**config.mk**
```make
export PLATFORM = sky130hd
export DESIGN_NAME = issue_scheduler
export DESIGN_NICKNAME = d
export VERILOG_FILES = /design/src/rtl/issue_scheduler_pkg.sv /design/src/rtl/issue_scoreboard.sv /design/src/rtl/issue_scheduler.sv
export SDC_FILE = /design/constraint.sdc
export NUM_CORES = 1
export LEC_CHECK = 0
export BUFFER_PORTS_ARGS = -buffer_cell sky130_fd_sc_hd__buf_2
export CAP_MARGIN = 20
export CORE_MARGIN = 4
export CORE_UTILIZATION = 39
export DETAILED_ROUTE_END_ITERATION = 8
export GPL_TIMING_DRIVEN = 0
export HOLD_SLACK_MARGIN = 0.06
export PLACE_DENSITY = 0.69
export SLEW_MARGIN = 20
export SYNTH_ARGS = -nofsm -noshare
export SYNTH_HDL_FRONTEND = slang
export SYNTH_SLANG_ARGS = --single-unit
```
**constraint.sdc**
```tcl
create_clock -name clk -period 2.9 [get_ports clk]
set_input_delay 0.435 -clock clk [delete_from_list [all_inputs] [get_ports clk]]
set_output_delay 0.435 -clock clk [all_outputs]
set_load 0.02 [all_outputs]
```
**src/rtl/issue_scheduler_pkg.sv**
```systemverilog
// Shared architecture definitions for the issue stage: state encodings, NOP word,
// instruction field ranges and register address width.
package issue_scheduler_pkg;

    localparam int unsigned ARCH_REG_ADDR_W = 5;
    localparam logic [31:0] NOP_WORD        = 32'h0;

    localparam int unsigned INSTR_TYPE_MSB  = 31;
    localparam int unsigned INSTR_TYPE_LSB  = 27;
    localparam int unsigned INSTR_DST_MSB   = 16;
    localparam int unsigned INSTR_DST_LSB   = 12;

    localparam logic ISSUE_RUN       = 1'b0;
    localparam logic ISSUE_JUMP_WAIT = 1'b1;

    typedef enum logic {
        StRun      = ISSUE_RUN,
        StJumpWait = ISSUE_JUMP_WAIT
    } issue_state_e;

endpackage

```
**src/rtl/issue_scoreboard.sv**
```systemverilog
// In-flight destination tracker: one slot per stage after decode, shifted every cycle,
// with two combinational lookup ports.
module issue_scoreboard
    import issue_scheduler_pkg::*;
#(
    parameter int unsigned REG_ADDR_W = ARCH_REG_ADDR_W,
    parameter int unsigned DEPTH      = 3
) (
    input  logic                  clk,
    input  logic                  rst,
    input  logic                  shift_v,
    input  logic [REG_ADDR_W-1:0] shift_dst,
    input  logic [REG_ADDR_W-1:0] lookup0,
    input  logic [REG_ADDR_W-1:0] lookup1,
    output logic                  match0,
    output logic                  match1
);

    logic [DEPTH-1:0]      v_q;
    logic [REG_ADDR_W-1:0] dst_q [DEPTH];

    always_ff @(posedge clk or negedge rst) begin
        if (!rst) begin
            v_q <= '0;
            for (int i = 0; i < int'(DEPTH); i++) dst_q[i] <= '0;
        end else begin
            v_q[0]   <= shift_v;
            dst_q[0] <= shift_dst;
            for (int i = 1; i < int'(DEPTH); i++) begin
                v_q[i]   <= v_q[i-1];
                dst_q[i] <= dst_q[i-1];
            end
        end
    end

    // WB slot is searched too: the register file does not bypass its write port.
    always_comb begin
        match0 = 1'b0;
        match1 = 1'b0;
        for (int i = 0; i < int'(DEPTH); i++) begin
            if (v_q[i] && dst_q[i] == lookup0) match0 = 1'b1;
            if (v_q[i] && dst_q[i] == lookup1) match1 = 1'b1;
        end
    end

endmodule

```
**src/rtl/issue_scheduler.sv**
```systemverilog
// Issue-stage controller: RAW stall via scoreboard, fetch freeze while a jump resolves.
// Optional perf counters under ISSUE_SCHED_PERF_EN.
module issue_scheduler
    import issue_scheduler_pkg::*;
#(
    parameter int unsigned REG_ADDR_W = ARCH_REG_ADDR_W,
    parameter int unsigned DEPTH      = 3
`ifdef ISSUE_SCHED_PERF_EN
    ,
    parameter int unsigned CNT_W      = 32
`endif
) (
    input  logic                  clk,
    input  logic                  rst,
    input  logic                  issue_valid,
    input  logic                  issue_has_dst,
    input  logic [REG_ADDR_W-1:0] issue_dst,
    input  logic                  issue_src0_used,
    input  logic [REG_ADDR_W-1:0] issue_src0,
    input  logic                  issue_src1_used,
    input  logic [REG_ADDR_W-1:0] issue_src1,
    input  logic                  issue_is_jump,
    input  logic                  jump_resolved,
    input  logic                  jump_taken,
    output logic                  fetch_en,
    output logic                  issue_en,
    output logic                  issue_clr,
    output logic                  bubble,
    output logic                  redirect
`ifdef ISSUE_SCHED_PERF_EN
    ,
    output logic [CNT_W-1:0]      stall_cycles,
    output logic [CNT_W-1:0]      jump_cycles,
    output logic [CNT_W-1:0]      issued_count
`endif
);

    issue_state_e state_q, state_d;
    logic         match0, match1;
    logic         hazard, issued;

    issue_scoreboard #(
        .REG_ADDR_W (REG_ADDR_W),
        .DEPTH      (DEPTH)
    ) u_scoreboard (
        .clk       (clk),
        .rst       (rst),
        .shift_v   (issued & issue_has_dst),
        .shift_dst (issue_dst),
        .lookup0   (issue_src0),
        .lookup1   (issue_src1),
        .match0    (match0),
        .match1    (match1)
    );

    assign hazard = issue_valid & ((issue_src0_used & match0) | (issue_src1_used & match1));
    assign issued = (state_q == StRun) & issue_valid & ~hazard;

    always_ff @(posedge clk or negedge rst) begin
        if (!rst) state_q <= StRun;
        else      state_q <= state_d;
    end

    always_comb begin
        state_d   = state_q;
        fetch_en  = 1'b0;
        issue_en  = 1'b0;
        issue_clr = 1'b0;
        bubble    = 1'b0;
        redirect  = 1'b0;
        unique case (state_q)
            StRun: begin
                if (!issue_valid) begin
                    fetch_en = 1'b1;
                    issue_en = 1'b1;
                    bubble   = 1'b1;
                end else if (hazard) begin
                    bubble = 1'b1;
                end else if (issue_is_jump) begin
                    // PC already points at jump+1; freeze it and flush the issue register.
                    issue_clr = 1'b1;
                    state_d   = StJumpWait;
                end else begin
                    fetch_en = 1'b1;
                    issue_en = 1'b1;
                end
            end
            StJumpWait: begin
                bubble = 1'b1;
                if (jump_resolved) begin
                    redirect = jump_taken;
                    state_d  = StRun;
                end
            end
            default: state_d = StRun;
        endcase
    end

`ifdef ISSUE_SCHED_PERF_EN
    always_ff @(posedge clk or negedge rst) begin
        if (!rst) begin
            stall_cycles <= '0;
            jump_cycles  <= '0;
            issued_count <= '0;
        end else begin
            if (hazard && stall_cycles != '1)                 stall_cycles <= stall_cycles + CNT_W'(1);
            if (state_q == StJumpWait && jump_cycles != '1) jump_cycles  <= jump_cycles + CNT_W'(1);
            if (issued && issued_count != '1)               issued_count <= issued_count + CNT_W'(1);
        end
    end
`endif

endmodule

```
Word-level counts from Yosys, hierarchy flattened
Index checks and enable logic that the tools add are counted. Widths: inputs -> output; s select.

Multiplexer cells: 21. Divide/modulo/power cells: 0. Equal/unequal tests: 6. Bitwise gates (word level): 9. Reductions and logical operators: 6. Magnitude comparators: 0. $add $sub $neg: 0. $mul: 0. Shift operators: 0.

Operators by type and width (count): $eq 5x5->1 (6); $mux 1 (19); $and 1x1->1 (6); $logic_and 1x1->1 (6); $pmux 1 s2 (2); $not 1->1 (2); $or 1x1->1 (1).

Bits in latches: 0. Bits in registers: 19. Bits of input ports: 24. Bits in read-only memories: 0. Memories: 0. Bits in writable memories: 0.

Logic depth before layout (Yosys ltp)
Depth in word-level cells: 11. Gate-level depth with buffers: 6. Gate-level depth less buffers: 5.

Hierarchy
From an unflattened synthesis, not the netlist that was laid out.

Cell total of the unflattened synthesis: 75. Area, all modules: 893.4 µm².

By module, submodules not included: issue_scoreboard (area each 790.8 µm², cells an instance 62, seq. area each 450.4 µm², times used 1); issue_scheduler (area each 102.6 µm², cells an instance 13, seq. area each 25.0 µm², times used 1).

Worst setup path after synthesis
OpenSTA, ideal clock, no wires.

Kind: input-to-output. Start point: in issue_src0[3]. End point: out issue_en. Data arrival time: 1590 ps. Setup slack: 875 ps. Data required time: 2465 ps. Stages on the path: 6. Buffers on the path: 1. Cells stage by stage: xor2_1 > nor4_2 > a2bb2oi_2 > nand4_1 > o21ai_0 > buf_4.

Word-level cells in the longest chain between the ends: 11.

RTL lines: from (decl) (RTL line issue_scheduler.sv:19) `input logic [REG_ADDR_W-1:0] issue_src0,`; $eq 5x5->1 (RTL line issue_scoreboard.sv:41) `if (v_q[i] && dst_q[i] == lookup0) match0 = 1'b1;`; $logic_and 1x1->1 (RTL line issue_scoreboard.sv:41); $mux 1 (2 in series) (RTL line issue_scoreboard.sv:41); $mux 1 (*) (RTL line issue_scoreboard.sv:41); $and 1x1->1 (*) (RTL line issue_scheduler.sv:56) `assign hazard = issue_valid & ((issue_src0_used & match0) | (issue_src1_used & match1));`; $or 1x1->1 (*) (RTL line issue_scheduler.sv:56); $and 1x1->1 (*) (RTL line issue_scheduler.sv:56); $mux 1 (*) (3 in series); to (decl) (RTL line issue_scheduler.sv:26) `output logic issue_en,`.

Every way passes the cells marked *; elsewhere a longest branch is shown, timed or not.

Worst setup path after layout
Start point: reg u_scoreboard.dst_q[8] (netlist name). End point: out issue_en.

Word-level cells in the longest chain between the ends: 10.

RTL lines: from (decl) (RTL line issue_scoreboard.sv:20) `logic [REG_ADDR_W-1:0] dst_q [DEPTH];`; from (signal, indexed assignment) (RTL line issue_scoreboard.sv:31) `dst_q[i] <= dst_q[i-1];`; $eq 5x5->1 (on tied branches) (RTL line issue_scoreboard.sv:41, issue_scoreboard.sv:42); $logic_and 1x1->1 (on tied branches) (RTL line issue_scoreboard.sv:41, issue_scoreboard.sv:42); $mux 1 (on tied branches) (2 in series) (RTL line issue_scoreboard.sv:41, issue_scoreboard.sv:42); $and 1x1->1 (RTL line issue_scheduler.sv:56); $or 1x1->1 (*) (RTL line issue_scheduler.sv:56); $and 1x1->1 (*) (RTL line issue_scheduler.sv:56); $mux 1 (*) (RTL line issue_scheduler.sv:77) `end else if (hazard) begin`; $mux 1 (*) (RTL line issue_scheduler.sv:73) `if (!issue_valid) begin`; $mux 1 (*) (RTL line issue_scheduler.sv:71) `unique case (state_q)`.

Marks and branches as above.

==> impl_metrics.toml <==
[status]
status = "complete, no violations"

[sta]
rsz0062_at_grt = "no"
slew_headroom_pct = 71.2
hold_viol_final = 0
clock_skew_ps = 2.15
final.setup.worst_slack_ps = 637
fin_crit_sh_pct = 78.0
setup_viol_count_final = 0
setup_tns_ps = 0
fmax_ghz = 0.442
period_minus_slack_ps = 2260
worstMarginPinSlew_ps = 432
slew_viol_final = 0

[yosys]
netlist_instances = 77
async_flop_share_pct = 100
netlist_area_um2 = 938
synth.top_cells.by_count = "26 x xnor2_1, 19 x dfrtp_1, 6 x nand4_1"
synth_cell_types = 17
synth.area.top_cells = "dfrtp_1 51%, xnor2_1 24%, nand4_1 4.0%"
synth_fp_nets = 101
synth_top_area_share_pct = 50.7
avgSynthCellArea_um2 = 12.2
ys_ff_latch = 19
yosysWarnings = 0
synth_edf_count = 0
synthFlopType = "dfrtp_1"
yosys.area.top_type = "dfrtp_1"
ys_seq_area_share_pct = 50.7
synth.most_common_cell = "xnor2_1"

[detailed_routing]
drc = 0
dr.pass1.iters = 2
wl_met3_um = 68
top_layer = "met4"
routed_wl_um = 1850
vias = 647
drt-vias-per-instance = 4.72
routedWlPerCell_um = 13.5
antenna_left = 0
met1Wirelength_um = 790
drt-initial-drc-count = 1
routed-wl-met2_um = 976

[cts]
htree_levels = 1
clkSlewWorstSetupHoldPaths_ps = 100
post_cts_resized = 0
clock_latency_ps = 290
cts.sinks = 19
post_cts_buffers = 0
clockBufferDepth = 2
root_buffer = "clkbuf_4"
holdBufCountCts = 0
cts_made_buffers = 3
cts_tree = "built"

[setup_path]
critPathRequiredTime_ps = 2470
worstSetupPathType = "reg2out"
critPathMaxFanout = 3
cp.arrival_ps = 1830
crit_path_start_kind = "register"
r2r_slack_ps = 1540
endpoint_kind = "primary output"

[grt]
grt_pass1_vias = 727
grt_pass1_wl_um = 3230
grt_use_total_pct = 12.8
overflow = 0
antenna_found_initial = 0
grt_max_degree = 20

[place]
gp_congestion = 0.810
place_hpwl_um = 1530
placed_area_mm2 = 0.00111
place_ws_ps = 780
port_buffers = 28

[power_and_ir_drop]
power_frac_clock_pct = 24.6
p_per_area_mw_per_mm2 = 467
pwr-share-comb_pct = 19.9
peakVddDrop_v = 0.000292
seqPwrFrac_pct = 55.5
switchingPower_mw = 0.145
p_leak_nw = 0.482
p_int_mw = 0.387
p_sw_share_pct = 27.2

[cells_and_area]
drive_above_1_share_pct = 33.9
fin_util_pct = 50.6
areaGrowthSynthToFinish_pct = 21.5
layout.nets = 134
design_area_mm2 = 0.00114
fillers = 235
antennaDiodeCount = 0

[floorplanning]
start_util_pct = 41.6
dieArea_mm2 = 0.00325
core-area_mm2 = 0.00225
chipHeight_um = 57.1
die_w_um = 57.1
ios = 29
row_count = 17

[hold_path]
hp-class = "in2async"

[run]
drv_cap = 0
[layer usage]
metal | vias up | global-route usage [%]
met5 | - | 0
met4 | 0 | 5.96
met3 | 2 | 2.49
met2 | 10 | 20.9
met1 | 308 | 16.5
li1 | 327 | -
[worst max-delay path, stage by stage, from the launching register on]
cell       delay [ps]
dfrtp_1           430
xor2_1            170
nor4_2            330
a2bb2oi_2         130
nand4_1            90
o21ai_0           100
buf_4             140
buf_2             150
[final timing paths]
check                                           start                endpoint  cells past startpoint
worst max-delay path            u_scoreboard.dst_q[8]                issue_en                      7
worst min-delay path                              rst     u_scoreboard.v_q[0]                      1
worst max register to register  u_scoreboard.dst_q[8]                 state_q                      5
worst min register to register    u_scoreboard.v_q[1]     u_scoreboard.v_q[2]                      0
max in group asynchronous                         rst   u_scoreboard.dst_q[0]                      1
min in group clk                         issue_dst[3]  u_scoreboard.dst_q[13]                      1
[per-stage QoR]
step / hold slack [ps] / power (mW) / cells
floorplan: 139 / 0.362 / 77
global placement: 395 / 0.406 / 133
detailed placement: 393 / 0.408 / 133
CTS: 71.4 / 0.542 / 137
global route: 73.3 / 0.569 / 137
finish: 65.6 / 0.532 / 137
[kinds of logic (layout without fill, tap and decap cells)]
logic type / count (synthesis) / count (layout) / synth area share [%]
AOI/OAI and AO/OA: 5 / 5 / 5.33
DFF: 19 / 19 / 50.7
xor gates and xnor gates: 30 / 30 / 28.0
buffers and inverters: 4 / 36 / 2.00
and+or+nand+nor: 19 / 19 / 14.0
[sequential cells by signal, indices dropped and copies added (netlist names)]
register            count
u_scoreboard.dst_q     15
u_scoreboard.v_q        3
state_q                 1
[power by group through the flow]
stage,Sequential (mW),Combinational [mW],Clock [mW]
global placement,0.299,0.107,0
floorplan,0.297,0.0653,0
CTS,0.295,0.108,0.139
detailed placement,0.301,0.107,0
finish,0.295,0.106,0.131
global route,0.298,0.117,0.154
[placed cells by master (no fill, tap or decap)]
master,netlist,routed
nand3_1,5,5
and3_4,1,1
o22a_1,2,2
xor2_1,4,4
nand4_1,6,6
buf_4,1,1
o21ai_0,1,1
nand4_4,1,1
clkbuf_4,0,3
buf_2,0,28
dfrtp_1,19,19
inv_1,3,3
a2bb2oi_2,1,1
nor4_2,1,1
xnor2_1,26,26
nor2_1,3,3
nor2b_1,1,1
clkbuf_1,0,1
o22ai_2,1,1
and3_1,1,1
[cell type report]
type / instances / area, um^2 / share of cell area (%)
Buffer: 1 / 7.51 / 0.659
Clock buffer: 4 / 26.3 / 2.31
Inverter: 3 / 11.3 / 0.988
Multi-Input combinational cell: 54 / 444 / 39.0
Sequential cell: 19 / 475 / 41.7
Tap cell: 28 / 35.0 / 3.07
Timing Repair Buffer: 28 / 140 / 12.3
Power figures use the tool's default switching activity.
